## src/rtl/alu_exec_ctrl.sv

```systemverilog
`default_nettype none
// ============================================================================
// Module   : alu_exec_ctrl
// Function : Command sequencer for the 16-bit ALU with an 8x16 register file,
//            a flags register and valid/ready command/response handshakes.
// Revision : 1.0
// ============================================================================
module alu_exec_ctrl (
    input  logic        clk,
    input  logic        rst_n,
    input  logic        cmd_valid,
    output logic        cmd_ready,
    input  logic [4:0]  cmd_op,
    input  logic [2:0]  cmd_rd,
    input  logic [2:0]  cmd_rs1,
    input  logic [2:0]  cmd_rs2,
    input  logic        cmd_imm_en,
    input  logic [15:0] cmd_imm,
    output logic [15:0] alu_a,
    output logic [15:0] alu_b,
    output logic [4:0]  alu_f,
    output logic        alu_cin,
    input  logic [15:0] alu_result,
    input  logic [5:0]  alu_status,
    output logic        rsp_valid,
    input  logic        rsp_ready,
    output logic [15:0] rsp_data,
    output logic [5:0]  rsp_flags,
    output logic        rsp_err,
    output logic [5:0]  flags_q,
    input  logic [2:0]  dbg_addr,
    output logic [15:0] dbg_data
);

    typedef enum logic [1:0] {
        S_IDLE = 2'd0,
        S_EXEC = 2'd1,
        S_RESP = 2'd2
    } state_t;

    state_t      state_q, state_d;
    logic [15:0] rf_q [8];
    logic [15:0] alu_a_q, alu_b_q;
    logic [4:0]  alu_f_q;
    logic [2:0]  rd_q;
    logic        illegal_q;
    logic [15:0] rsp_data_q;
    logic [5:0]  rsp_flags_q;
    logic        rsp_err_q;
    logic [5:0]  flags_reg_q;
    logic        w_accept;
    logic        w_legal;

    assign w_accept = cmd_valid && (state_q == S_IDLE);

    // Legal set: 0x01, 0x03-0x0B, 0x10-0x17
    always_comb begin
        w_legal = 1'b0;
        if (cmd_op == 5'h01)
            w_legal = 1'b1;
        else if ((cmd_op >= 5'h03) && (cmd_op <= 5'h0B))
            w_legal = 1'b1;
        else if ((cmd_op >= 5'h10) && (cmd_op <= 5'h17))
            w_legal = 1'b1;
    end

    always_ff @(posedge clk or negedge rst_n) begin
        if (!rst_n)
            state_q <= S_IDLE;
        else
            state_q <= state_d;
    end

    always_comb begin
        state_d = state_q;
        case (state_q)
            S_IDLE:  if (cmd_valid) state_d = S_EXEC;
            S_EXEC:  state_d = S_RESP;
            S_RESP:  if (rsp_ready) state_d = S_IDLE;
            default: state_d = S_IDLE;
        endcase
    end

    always_ff @(posedge clk or negedge rst_n) begin
        if (!rst_n) begin
            for (int i = 0; i < 8; i++) rf_q[i] <= '0;
            alu_a_q     <= '0;
            alu_b_q     <= '0;
            alu_f_q     <= '0;
            rd_q        <= '0;
            illegal_q   <= 1'b0;
            rsp_data_q  <= '0;
            rsp_flags_q <= '0;
            rsp_err_q   <= 1'b0;
            flags_reg_q <= '0;
        end else begin
            if (w_accept) begin
                alu_a_q   <= rf_q[cmd_rs1];
                alu_b_q   <= cmd_imm_en ? cmd_imm : rf_q[cmd_rs2];
                alu_f_q   <= cmd_op;
                rd_q      <= cmd_rd;
                illegal_q <= !w_legal;
            end
            // Illegal commands report the unchanged flags and never write back
            if (state_q == S_EXEC) begin
                if (illegal_q) begin
                    rsp_data_q  <= '0;
                    rsp_flags_q <= flags_reg_q;
                    rsp_err_q   <= 1'b1;
                end else begin
                    rsp_data_q  <= alu_result;
                    rsp_flags_q <= alu_status;
                    rsp_err_q   <= 1'b0;
                    rf_q[rd_q]  <= alu_result;
                    flags_reg_q <= alu_status;
                end
            end
        end
    end

    assign cmd_ready = (state_q == S_IDLE);
    assign rsp_valid = (state_q == S_RESP);
    assign alu_a     = alu_a_q;
    assign alu_b     = alu_b_q;
    assign alu_f     = alu_f_q;
    assign alu_cin   = flags_reg_q[5];
    assign rsp_data  = rsp_data_q;
    assign rsp_flags = rsp_flags_q;
    assign rsp_err   = rsp_err_q;
    assign flags_q   = flags_reg_q;
    assign dbg_data  = rf_q[dbg_addr];

endmodule
`default_nettype wire

```

## config.mk

```make
export PLATFORM = sky130hd
export DESIGN_NAME = alu_exec_ctrl
export DESIGN_NICKNAME = d
export VERILOG_FILES = /design/src/rtl/alu_exec_ctrl.sv
export SDC_FILE = /design/constraint.sdc
export NUM_CORES = 1
export LEC_CHECK = 0
export BUFFER_PORTS_ARGS = -buffer_cell sky130_fd_sc_hd__buf_2
export CAP_MARGIN = 20
export CORE_ASPECT_RATIO = 1.25
export CORE_MARGIN = 5
export CORE_UTILIZATION = 50
export CTS_BUF_LIST = sky130_fd_sc_hd__clkbuf_16
export DETAILED_ROUTE_END_ITERATION = 12
export PLACE_DENSITY_LB_ADDON = 0.15
export SYNTH_ARGS = -nofsm -noshare
export SYNTH_HDL_FRONTEND = slang
export SYNTH_SLANG_ARGS = --single-unit
```

## constraint.sdc

```tcl
create_clock -name clk -period 3.35 [get_ports clk]
set_clock_uncertainty 0.1 [all_clocks]
set_input_delay 0.335 -clock clk [delete_from_list [all_inputs] [get_ports clk]]
set_output_delay 0.335 -clock clk [all_outputs]
set_load 0.005 [all_outputs]
```

==> flow_metrics.tcl, run 1 <==
set metrics [dict create \
    outcome "completed" \
    start_util 0.506 \
    worst_pin_slew_ps 1090 \
    dp_hpwl_mm 18.8 \
    synth.avg_cell_area_sq_um 13.3 \
    p_per_area_mw_per_mm2 878 \
    min_path_type "input pin to flop" \
    htreeDepth 4 \
    dieArea_sq_mm 0.0240 \
    drt_iter0_markers 450 \
    synth_area_leader_cell "dfrtp_1" \
    syn_inst 790 \
    clockPowerShare 0.200 \
    core_sq_mm 0.0207 \
    post_synth_num_cell_types 39 \
    netlist_top_cells_area "dfrtp_1 (46%), mux2_2 (22%), mux2i_1 (7.1%)" \
    place_area_sq_mm 0.0114 \
    clock_sinks 194 \
    drive_gt1_frac 0.484 \
    syn-num-nets 850 \
    rsz0062_at_grt "no" \
    crit_slowest_cell "buf_2" \
    final_nets 969 \
    clk_latency_ps 430 \
    pwr-share-comb 0.361 \
    worst-path-buf-inv 2 \
    cp-end-kind "output port" \
    seq_power_share 0.440 \
    holdPathStages 3 \
    synth_edf_count 0 \
    worst-r2r-cell-count 3 \
    p_leak_nw 5.41 \
    grt_pass1_vias 8242 \
    ys_seq_elements 194 \
    yosysWarnings 0 \
    cp.arrival_ps 1960 \
    fin_crit_sh 0.715 \
    power.total_mw 10.6 \
    switching_share 0.336 \
    internal_power_mw 7.03 \
    drtAntennaViolNets 0 \
    via_per_inst 6.25 \
    max-vdd-ir-drop_uv 433 \
    crit_fanout 32 \
    fin_util 0.581 \
    portBuffers 144 \
    clockBufferDepth 2 \
    antenna_found_initial 0 \
    synthArstFlopShare 1.00 \
    yosysTopAreaCellShare 0.462 \
    clk_pin_slew_ps 60 \
    crit_family "buffers and inverters" \
    wl_per_cell_um 25.4 \
    hold_buffers 7 \
    vias 7447 \
    finalWorstSetupSlack_ps 953 \
    syn_area_sq_mm 0.0105 \
    tns_ps 0 \
    hold_viol_final 0 \
    cts_setup_buffers 0 \
    cts_resized 0 \
    drcViolationCount 0 \
    areaGrowthSynthToFinish_pct 14.7 \
    grtUsageTotal 0.256 \
    drv_cap 0 \
    placed_cells 1157 \
    die_y_um 172 \
    critPathRequiredTime_ps 2910 \
    worst-setup-path-type "input pin to output port" \
    hold_ws_ps 27.1 \
    synth_seq_area_share 0.462 \
    insertedDiodeCount 0 \
    rows 59 \
    grt_max_degree 97 \
    routed_wirelength_mm 30.3 \
    cts_inserted_buffers 17 \
    crit_cells 4 \
    num_io_pins 145 \
    die_w_um 140 \
    grt_pass1_wl_mm 47.2 \
    cts_root_buf "clkbuf_16" \
    max_freq_mhz 417 \
    crit_chain "buf_2 -> mux4_2 -> mux2_2 -> buf_2" \
    start_kind "input pin" \
    p_switching_mw 3.55 \
    gp_congestion 0.858 \
    stdcell_area_sq_mm 0.0121 \
    cts_tree "built" \
    layoutNonFillerInstCount 1192 \
    synth_flop_cell "dfrtp_1" \
    crit_path_frequent_cell "buf_2" \
    max_slew_margin 0.271 \
    final.min_clock_period_ps 2400 \
    slowest_delay_ps 740 \
    overflow 0 \
    slew_violations 0 \
    post-place-ws_ps 991 \
    setup-violations-final 0 \
    first_pass_iters 5 \
]
==> per-layer routing <==
| layer | share of wire | global-route usage |
|---|---|---|
| met1 | 0.40 | 0.308 |
| met2 | 0.52 | 0.456 |
| met3 | 0.047 | 0.0440 |
| met4 | 0.029 | 0.107 |
| met5 | 0 | 0 |
==> layout by cell type (no fill, tap or decap), drive strengths merged <==
cell	Yosys	final
and3	1	1
or2	1	1
or3b	1	1
nand2b	3	3
clkbuf	28	18
buf	41	161
o21ai	9	9
or4	1	1
and4	1	1
nand3b	9	9
a21oi	1	1
and2	7	7
or2b	2	2
o221ai	9	9
nor2b	10	10
dfrtp	194	194
a22o	29	29
mux2i	75	75
bufinv	0	4
inv	3	5
nand2	45	45
o22ai	29	29
a211oi	7	7
nor4b	2	2
clkinvlp	0	1
o31ai	23	23
a31oi	1	1
dlygate4sd3	0	7
mux2	203	203
nor2	4	4
mux4	32	32
clkinv	0	4
o2bb2ai	6	6
nand3	3	3
o221a	9	9
nor3b	1	1
==> Yosys cell counts (2+ instances only) <==
cell type / number
and2_1: 7
o221ai_1: 9
buf_2: 20
buf_6: 6
mux2_4: 2
nor4b_4: 2
a22o_1: 29
o221a_2: 9
clkbuf_1: 28
dfrtp_1: 194
mux2_2: 201
mux4_2: 32
nand2b_1: 3
nor2_1: 4
nand2_2: 3
buf_4: 13
nor2b_1: 10
o21ai_0: 9
o2bb2ai_1: 6
nand2_1: 42
inv_1: 2
mux2i_1: 75
o31ai_1: 23
nand3_2: 3
or2b_1: 2
a211oi_1: 7
nand3b_1: 9
o22ai_1: 29
==> final cells by class <==
type / count / area [sq um]
Timing Repair Buffer: 169 / 1000
Sequential cell: 194 / 4850
Inverter: 3 / 11.3
Clock inverter: 11 / 166
Multi-Input combinational cell: 524 / 5250
Tap cell: 274 / 343
Fill cell: 1649 / 8690
Clock buffer: 17 / 425
==> path summary, 6_finish.rpt <==
path	from	to	slack (ps)
max in group asynchronous	rst_n	rf_q[53]	1830
worst max-delay path	dbg_addr[1]	dbg_data[11]	950
worst min-delay path	cmd_op[3]	alu_f[3]	30
worst max register to register	state_q[1]	rf_q[72]	990
worst min register to register	alu_f[0]	alu_f[0]	370
min in group asynchronous	rst_n	rf_q[55]	450
==> power groups by stage <==
stage | clock (mW) | sequential (mW) | combinational, mW
after CTS | 2.15 | 4.61 | 3.86
final | 2.11 | 4.65 | 3.81
after global placement | 0 | 4.55 | 3.70
after detailed placement | 0 | 4.64 | 3.83
after floorplan | 0 | 4.31 | 2.74
after global routing | 2.24 | 4.79 | 4.19
==> flip-flops by register name, summed over array words and instances, names as in the netlist <==
register   cells
state_q        2
rsp_err        1
flags_q        6
alu_a         16
alu_b         16
rd_q           3
alu_f          5
rsp_data      16
rf_q         128
illegal_q      1
==> logic make-up after synthesis <==
| logic type | synth area share |
|---|---|
| AO/OA/AOI/OAI | 0.0904 |
| buffers and inverters | 0.0386 |
| flip-flops | 0.462 |
| multiplexers | 0.358 |
| AND/OR/NAND/NOR | 0.0504 |
==> worst reg2reg max path, cell delays in order, from the launching register on <==
cell and delay [ps]:
dfrtp_1 510, nor3b_4 440, nand3_2 670, mux2_2 520
Note: power is estimated with default switching activity, not from simulation.
==> run 2, diff against run 1 <==
clock period = 2.1 ns   (was 3.35 ns; I/O delays follow)
==> run 2 against run 1 <==
Count of clock-buffer cells in the layout did not move. Global-route usage increased by 0.82 points. Wire length grew 3.7%. Largest cell class unchanged.
==> flow_metrics.tcl, run 2 (synthesis gave the netlist of run 1 again) <==
set metrics [dict create \
    rsz0062_at_grt "yes" \
    die_w_um 140 \
    crit_chain "mux4_2 -> mux2_4 -> buf_2" \
    max-vdd-ir-drop_uv 706 \
    worst-setup-path-type "flop to output port" \
    post-place-ws_ps 106 \
    grt_pass1_wl_mm 48.4 \
    die_y_um 172 \
    start_util 0.506 \
    routed_wirelength_mm 31.4 \
    final_common_cell "mux2_2" \
    worst_pin_slew_ps 637 \
    max_freq_mhz 482 \
    crit_family "multiplexers" \
    drt_iter0_markers 476 \
    fin_crit_sh 0.987 \
    first_pass_iters 5 \
    p_per_area_mw_per_mm2 1360 \
    setup-violations-final 0 \
    crit_fanout 4 \
    antenna_found_initial 0 \
    portBuffers 144 \
    clockBufferDepth 2 \
    cts_tree "built" \
    drcViolationCount 0 \
    core_sq_mm 0.0207 \
    layout_common_cells "mux2_2 (199), dfrtp_1 (194), buf_2 (142)" \
    regMostFlops "rf_q" \
    clk_pin_slew_ps 70 \
    drtAntennaViolNets 0 \
    cp.arrival_ps 1760 \
    grtUsageTotal 0.264 \
    grt_max_degree 58 \
    worst-path-buf-inv 1 \
    fillers 1700 \
    dieArea_sq_mm 0.0240 \
    num_io_pins 145 \
    layoutNonFillerInstCount 1242 \
    drv_cap 0 \
    p_leak_nw 5.66 \
    final.min_clock_period_ps 2070 \
    start_kind "flop" \
    critPathRequiredTime_ps 1790 \
    slew_violations 0 \
    power.total_mw 17.0 \
    cts_inserted_buffers 17 \
    slowest_delay_ps 470 \
    htreeDepth 4 \
    outcome "completed" \
    via_per_inst 6.21 \
    tns_ps 0 \
    overflow 0 \
    hold_viol_final 0 \
    finalWorstSetupSlack_ps 26.5 \
    largest_reg_flops 128 \
    placed_cells 1182 \
    cts_root_buf "clkbuf_16" \
    crit_slowest_cell "mux4_2" \
    gp_congestion 0.856 \
    insertedDiodeCount 0 \
    max_slew_margin 0.574 \
    grt_pass1_vias 8304 \
    cp-end-kind "output port" \
    areaGrowthSynthToFinish_pct 19.2 \
    min_path_type "input pin to flop" \
    dp_hpwl_mm 20.0 \
    clock_sinks 194 \
    wl_per_cell_um 25.3 \
    clk_latency_ps 430 \
    drive_gt1_frac 0.496 \
    final_nets 1015 \
    vias 7715 \
    rows 59 \
]
==> run 2: cell types whose count changed in the layout (fill, tap and decap cells not counted), sizes merged <==
cell and delta:
buf +34, dlygate4sd3 +12, clkinvlp +3, inv +3, bufinv -2
==> run 2: final cells by class <==
class	count	area [sq um]	share of cell area
repair buffers	215	1490	0.119
well taps	274	343	0.0274
clock inverters	15	145	0.0116
inverters	3	11.3	0.000899
flip-flops and latches	194	4850	0.388
multi-input cells	524	5260	0.420
clock buffers	17	425	0.0340
==> run 2: path summary, 6_finish.rpt <==
path / start / end / slack, ps / depth (start not counted)
max reg2reg: state_q[1] / rf_q[88] / 90 / 4
min reg2reg: alu_a[8] / alu_a[8] / 370 / 2
min: alu_result[4] / rsp_data[4] / 10 / 2
max: rf_q[98] / dbg_data[2] / 30 / 3
min in group asynchronous: rst_n / rf_q[39] / 230 / 2
max in group asynchronous: rst_n / rf_q[97] / 1000 / 3
==> run 2: worst register-to-register path, delay by kind of cell, from the launching register on <==
family,cells,cell delay [ps]
buffers and inverters,1,170
flip-flops,1,500
multiplexers,1,440
AND/OR/NAND/NOR,2,690
==> run 2: layer usage <==
| metal | vias up | GRT usage | wire [um] |
|---|---|---|---|
| met5 | - | 0 | 0 |
| met2 | 327 | 0.464 | 16000 |
| met3 | 111 | 0.0534 | 1850 |
| met4 | 0 | 0.129 | 1510 |
| met1 | 3945 | 0.311 | 12100 |
| li1 | 3332 | - | - |
==> run 2: report_power, final <==
group / internal [mW] / switching [mW] / leakage [nW]
clock network: 1.75 / 1.45 / 0.277
logic: 3.85 / 2.55 / 3.02
registers: 5.61 / 1.78 / 2.36
total: 11.2 / 5.78 / 5.66
==> run 2: per-stage QoR <==
stage               cell area (sq um)  hold WS, ps  utilization
floorplan                       10500         -186            -
global placement                11700          124        0.563
detailed placement              11700          130        0.563
CTS                             12400         1.77        0.600
global route                    12500         15.0        0.604
finish                          12500         12.0        0.604
==> run 2: repair_timing <==
item                                    in CTS  in global routing
hold endpoints to repair                    72                  0
resized for setup                            0                  2
endpoints found under the setup margin       0                  6
setup buffers                                0                  9
hold buffers                                19                  0
